$ cat config.mk
export PLATFORM = sky130hd
export DESIGN_NAME = sr_ff_bist
export DESIGN_NICKNAME = d
export VERILOG_FILES = /design/src/rtl/sr_ff_bist.sv
export SDC_FILE = /design/constraint.sdc
export NUM_CORES = 1
export LEC_CHECK = 0
export CORE_MARGIN = 2
export CORE_UTILIZATION = 30
export DETAILED_ROUTE_END_ITERATION = 12
export HOLD_SLACK_MARGIN = 0.03
export PLACE_DENSITY = 0.49
export SLEW_MARGIN = 20
export SYNTH_ARGS = -nofsm -noshare
export SYNTH_HDL_FRONTEND = slang
export SYNTH_SLANG_ARGS = --single-unit
export TNS_END_PERCENT = 20
$ cat constraint.sdc
create_clock -name clk -period 1.85 [get_ports clk]
set_input_delay 0.37 -clock clk [delete_from_list [all_inputs] [get_ports clk]]
set_output_delay 0.37 -clock clk [all_outputs]
set_load 0.02 [all_outputs]
$ cat src/rtl/sr_ff_bist.sv
// Self-test sequencer for the SR flip-flop: pulses its reset, walks a fixed set/hold/reset/hold
// sequence, scores q/qbar after a settle delay and keeps a saturating cumulative failure count.
module sr_ff_bist #(
   parameter int SETTLE = 1,
   parameter int CNT_W  = 4
) (
   input  logic             clk,
   input  logic             rst,
   input  logic             start,
   output logic             dut_rst,
   output logic [1:0]       sr_out,
   input  logic             q_in,
   input  logic             qbar_in,
   output logic             busy,
   output logic             done,
   output logic             pass,
   output logic [3:0]       fail_vec,
   output logic [CNT_W-1:0] fail_cnt
);

   typedef enum logic [1:0] {IDLE, DRST, STEP, DONE} state_t;

   localparam logic [3:0]       SETTLE_C = 4'(SETTLE);
   localparam logic [CNT_W-1:0] CNT_MAX  = '1;

   state_t           state_q, state_d;
   logic [1:0]       k_q, k_d;
   logic [3:0]       cnt_q, cnt_d;
   logic             dut_rst_q, dut_rst_d;
   logic [1:0]       sr_q, sr_d;
   logic             busy_q, busy_d;
   logic             done_q, done_d;
   logic             pass_q, pass_d;
   logic [3:0]       fail_vec_q, fail_vec_d;
   logic [CNT_W-1:0] fail_cnt_q, fail_cnt_d;
   logic             exp_q;
   logic             step_fail;

   // {S,R} per step; 11 is deliberately absent from the table.
   function automatic logic [1:0] pattern(input logic [1:0] k);
      case (k)
         2'd0:    return 2'b10;
         2'd2:    return 2'b01;
         default: return 2'b00;
      endcase
   endfunction

   // Steps 0/1 expect q=1, steps 2/3 expect q=0; x/z on either input never matches.
   assign exp_q     = ~k_q[1];
   assign step_fail = !((q_in === exp_q) && (qbar_in === ~exp_q));

   always_comb begin
      state_d    = state_q;
      k_d        = k_q;
      cnt_d      = cnt_q;
      dut_rst_d  = 1'b0;
      sr_d       = 2'b00;
      busy_d     = 1'b0;
      done_d     = 1'b0;
      pass_d     = pass_q;
      fail_vec_d = fail_vec_q;
      fail_cnt_d = fail_cnt_q;
      case (state_q)
         IDLE: begin
            if (start) begin
               state_d    = DRST;
               dut_rst_d  = 1'b1;
               busy_d     = 1'b1;
               fail_vec_d = 4'b0000;
               pass_d     = 1'b0;
            end
         end
         DRST: begin
            state_d = STEP;
            k_d     = 2'd0;
            cnt_d   = 4'd0;
            busy_d  = 1'b1;
            sr_d    = pattern(2'd0);
         end
         STEP: begin
            busy_d = 1'b1;
            sr_d   = pattern(k_q);
            if (cnt_q == SETTLE_C) begin
               cnt_d = 4'd0;
               if (step_fail) begin
                  fail_vec_d[k_q] = 1'b1;
                  if (fail_cnt_q != CNT_MAX)
                     fail_cnt_d = fail_cnt_q + 1'b1;
               end
               if (k_q == 2'd3) begin
                  state_d = DONE;
                  k_d     = 2'd0;
                  busy_d  = 1'b0;
                  done_d  = 1'b1;
                  sr_d    = 2'b00;
                  pass_d  = (fail_vec_d == 4'b0000);
               end else begin
                  k_d  = k_q + 2'd1;
                  sr_d = pattern(k_q + 2'd1);
               end
            end else begin
               cnt_d = cnt_q + 4'd1;
            end
         end
         DONE: begin
            state_d = IDLE;
         end
         default: state_d = IDLE;
      endcase
   end

   always_ff @(posedge clk or posedge rst) begin
      if (rst) begin
         state_q    <= IDLE;
         k_q        <= 2'd0;
         cnt_q      <= 4'd0;
         dut_rst_q  <= 1'b0;
         sr_q       <= 2'b00;
         busy_q     <= 1'b0;
         done_q     <= 1'b0;
         pass_q     <= 1'b0;
         fail_vec_q <= 4'b0000;
         fail_cnt_q <= '0;
      end else begin
         state_q    <= state_d;
         k_q        <= k_d;
         cnt_q      <= cnt_d;
         dut_rst_q  <= dut_rst_d;
         sr_q       <= sr_d;
         busy_q     <= busy_d;
         done_q     <= done_d;
         pass_q     <= pass_d;
         fail_vec_q <= fail_vec_d;
         fail_cnt_q <= fail_cnt_d;
      end
   end

   assign dut_rst  = dut_rst_q;
   assign sr_out   = sr_q;
   assign busy     = busy_q;
   assign done     = done_q;
   assign pass     = pass_q;
   assign fail_vec = fail_vec_q;
   assign fail_cnt = fail_cnt_q;

endmodule
==> results by group <==
Routing
  • Routed wire length: ~2400 um
  • First-pass iteration count of the detailed router: 4
  • DR WL/cell: approximately 12 um
  • Vias per cell: 4.64
  • Drt initial violations: 75
  • Drt drc: 0
  • Remaining antenna violation count: 0
  • Vias: 914

Global route
  • First-pass GRT wire length: 4160 um
  • Pin count of the biggest net entering global routing: 23
  • Number of global-route vias before repair: 919
  • Initial antenna violation count: 0
  • Global Route Usage Sum: approximately an eighth
  • Grt ovf: 0

CTS
  • Max clock buf depth: 2
  • TritonCTS buffer count: 3
  • H-tree depth: 1
  • Sink Count: 22
  • CTS tree: built
  • Clk Latency, worst-skew pair: 0.27 ns
  • Reg clk slew, reported paths: 0.09 ns
  • Root Driver: clkbuf_8

Floorplanning
  • Die span in x: 68.0 um
  • # rows: 23
  • Initial Utilization: 30.9%
  • Die area: 4620 um^2
  • Die H: 68.0 um
  • Core Area: just under 4000 um^2
  • Ports: 19

Timing
  • RSZ-0062 raised after global routing: yes
  • Worst clock skew: 0.00956 ns
  • Setup-failing EPs final: 0
  • Worst setup slack after layout: 0.0255 ns
  • Setup_tns: 0 ns
  • Period utilization: 98.6%
  • Slew Limit Fails: 0
  • Slew margin rel.: around three quarters
  • Actual slew at the worst max-slew pin: 0.394 ns
  • Final hold viol count: 0
  • Minimum clock period: 1.82 ns
  • F_max: 548 MHz

Worst hold path
  • HP Class: in -> async

Worst setup path
  • Startpoint types: register
  • R2R Path Start: cnt_q[1]
  • Worst path arrival time: around 2.0 ns
  • Setup crit start: cnt_q[1]
  • Worst EP required: 2.01 ns
  • Reg2reg end: fail_cnt[1]
  • Crit-path max FO: 3
  • R2R cell count: 6
  • Crit path capture: fail_cnt[1]
  • Nature of the critical path endpoint: register
  • R2R setup slack: 0.03 ns
  • Crit path kind: reg -> reg

Logic synthesis
  • Synth Cell Area: 1230 um^2
  • Synth cell types: 34
  • Async S/R FF share, synth: 100%
  • Synthesis-stage register bit count: 22
  • Sequential share of the synthesized area: 44.9%
  • Mapped Nets: 142
  • Avg Cell Area, Syn: 10.1 um^2
  • Post-synth EDFFs: 0
  • Top FF cell, synth: dfrtp_1
  • Mapped Cells: approximately 120
  • Synth warn: 0

Run
  • Max-cap violations: 0

Finish
  • Final non-filler cell area: 1590 um^2
  • Nets@finish: between 150 and 200
  • Fillers: between 300 and 400
  • Most common cell after layout, fill and taps aside: dfrtp_1
  • Area of the multi-input gates: 632 um^2
  • Seq. cell area: 552 um^2
  • Finished Layout Cells: approximately 200
  • Post-layout util: between 30 and 40%
  • Area growth syn-to-layout: 29.4%
  • Commonest cells after routing, fill and taps aside: 21 x dfrtp_1, 18 x clkdlybuf4s50_1, 14 x o21ai_0, 14 x ha_1, 12 x nand2_1
  • Layout cell share with drive strength beyond 1: between 10% and 20%
  • Antenna Diode Count: 0

Placed design
  • Placed Instances: roughly 190
  • Post-Place Setup Slack: -0.0449 ns
  • IO buf count: 18
  • Placer congestion estimate: roughly 0.81
  • Dpl hpwl: 1830 um
  • Placement Cell Area: 1490 um^2

Outcome
  • Run status: finished, final reports clean

Power
  • Cell leakage power: 0.730 nW
  • Pwr/cell area: 1510 nW/um^2
  • Peak VDD IR: 0.503 mV
## kinds of logic (layout without fill, tap and decap cells)
group,after synthesis,count (layout),share of synthesized area [%]
muxes,5,5,4.69
AOI/OAI and AO/OA,26,26,13.5
adders and majority gates,15,15,15.3
and+or+nand+nor,38,38,15.4
DFF,22,22,44.9
xor gates and xnor gates,2,2,1.43
buffers and inverters,14,39,4.89
## metal layers
| layer | wire length (um) | track usage (%) | part of all wire (%) |
|---|---|---|---|
| met2 | 1160 | 20.0 | 48 |
| met5 | 0 | 0 | 0 |
| met3 | 81 | 1.81 | 3.3 |
| met1 | 1120 | 14.9 | 46 |
| met4 | 69 | 7.50 | 2.8 |
## worst max-delay path, stage by stage, from the launching register on
cell and delay (ns):
dfrtp_1 0.41, inv_2 0.09, ha_4 0.12, or3b_4 0.38
a311oi_2 0.32, nand2_2 0.11, mux2_4 0.31
## through the flow
step           power [W]  hold WS, ns
3_3_place_gp     0.00193        0.516
5_1_grt          0.00262        0.437
4_1_cts          0.00241        0.432
3_5_place_dp     0.00195        0.515
6_report         0.00240        0.422
2_1_floorplan    0.00153        0.359
## cell type report
| class | instances | area share [%] |
|---|---|---|
| sequential | 22 | 34.8 |
| timing repair buffer | 25 | 14.7 |
| tap | 50 | 3.94 |
| inverter | 10 | 2.36 |
| clock buffer | 3 | 2.60 |
| clock inverter | 1 | 1.89 |
| multi-input combinational | 86 | 39.8 |
## synth_stat cells (all sizes together), types with 2 or more instances
master / count / area [um^2]
a21oi: 3 / 15.0
clkbuf: 3 / 11.3
dfrtp: 22 / 551
ha: 15 / 188
inv: 10 / 37.5
mux2: 3 / 37.5
mux2i: 2 / 20.0
nand2: 13 / 51.3
nand2b: 2 / 12.5
nand3: 3 / 15.0
nor2: 7 / 26.3
nor3: 4 / 20.0
nor3b: 2 / 15.0
o21ai: 14 / 70.1
xnor2: 2 / 17.5
## power by group
group | total [W] | switching (W) | internal [W]
logic | 0.00117 | 0.000634 | 0.000538
registers | 0.000774 | 0.000142 | 0.000632
clock network | 0.000454 | 0.000165 | 0.000289
total | 0.00240 | 0.000940 | 0.00146
## worst min path at each step
stage | startpoint | end | depth (start not counted)
floorplan | rst | busy | 1
global placement | fail_cnt[0] | fail_cnt[0] | 1
detailed placement | fail_cnt[0] | fail_cnt[0] | 1
CTS | rst | done | 3
global route | rst | done | 3
finish | rst | done | 3
## state kept, by name, indices dropped and copies added, names as in the netlist
signal	cells
fail_cnt	4
dut_rst	1
done	1
fail_vec	4
busy	1
state_q	2
cnt_q	4
sr_out	2
pass	1
k_q	2
## timing repair
action                     CTS  global route
buffers inserted             0             2
hold buffers                 0             0
setup endpoints to repair    0             1
gates resized for setup      0             5
Power figures use the tool's default switching activity.
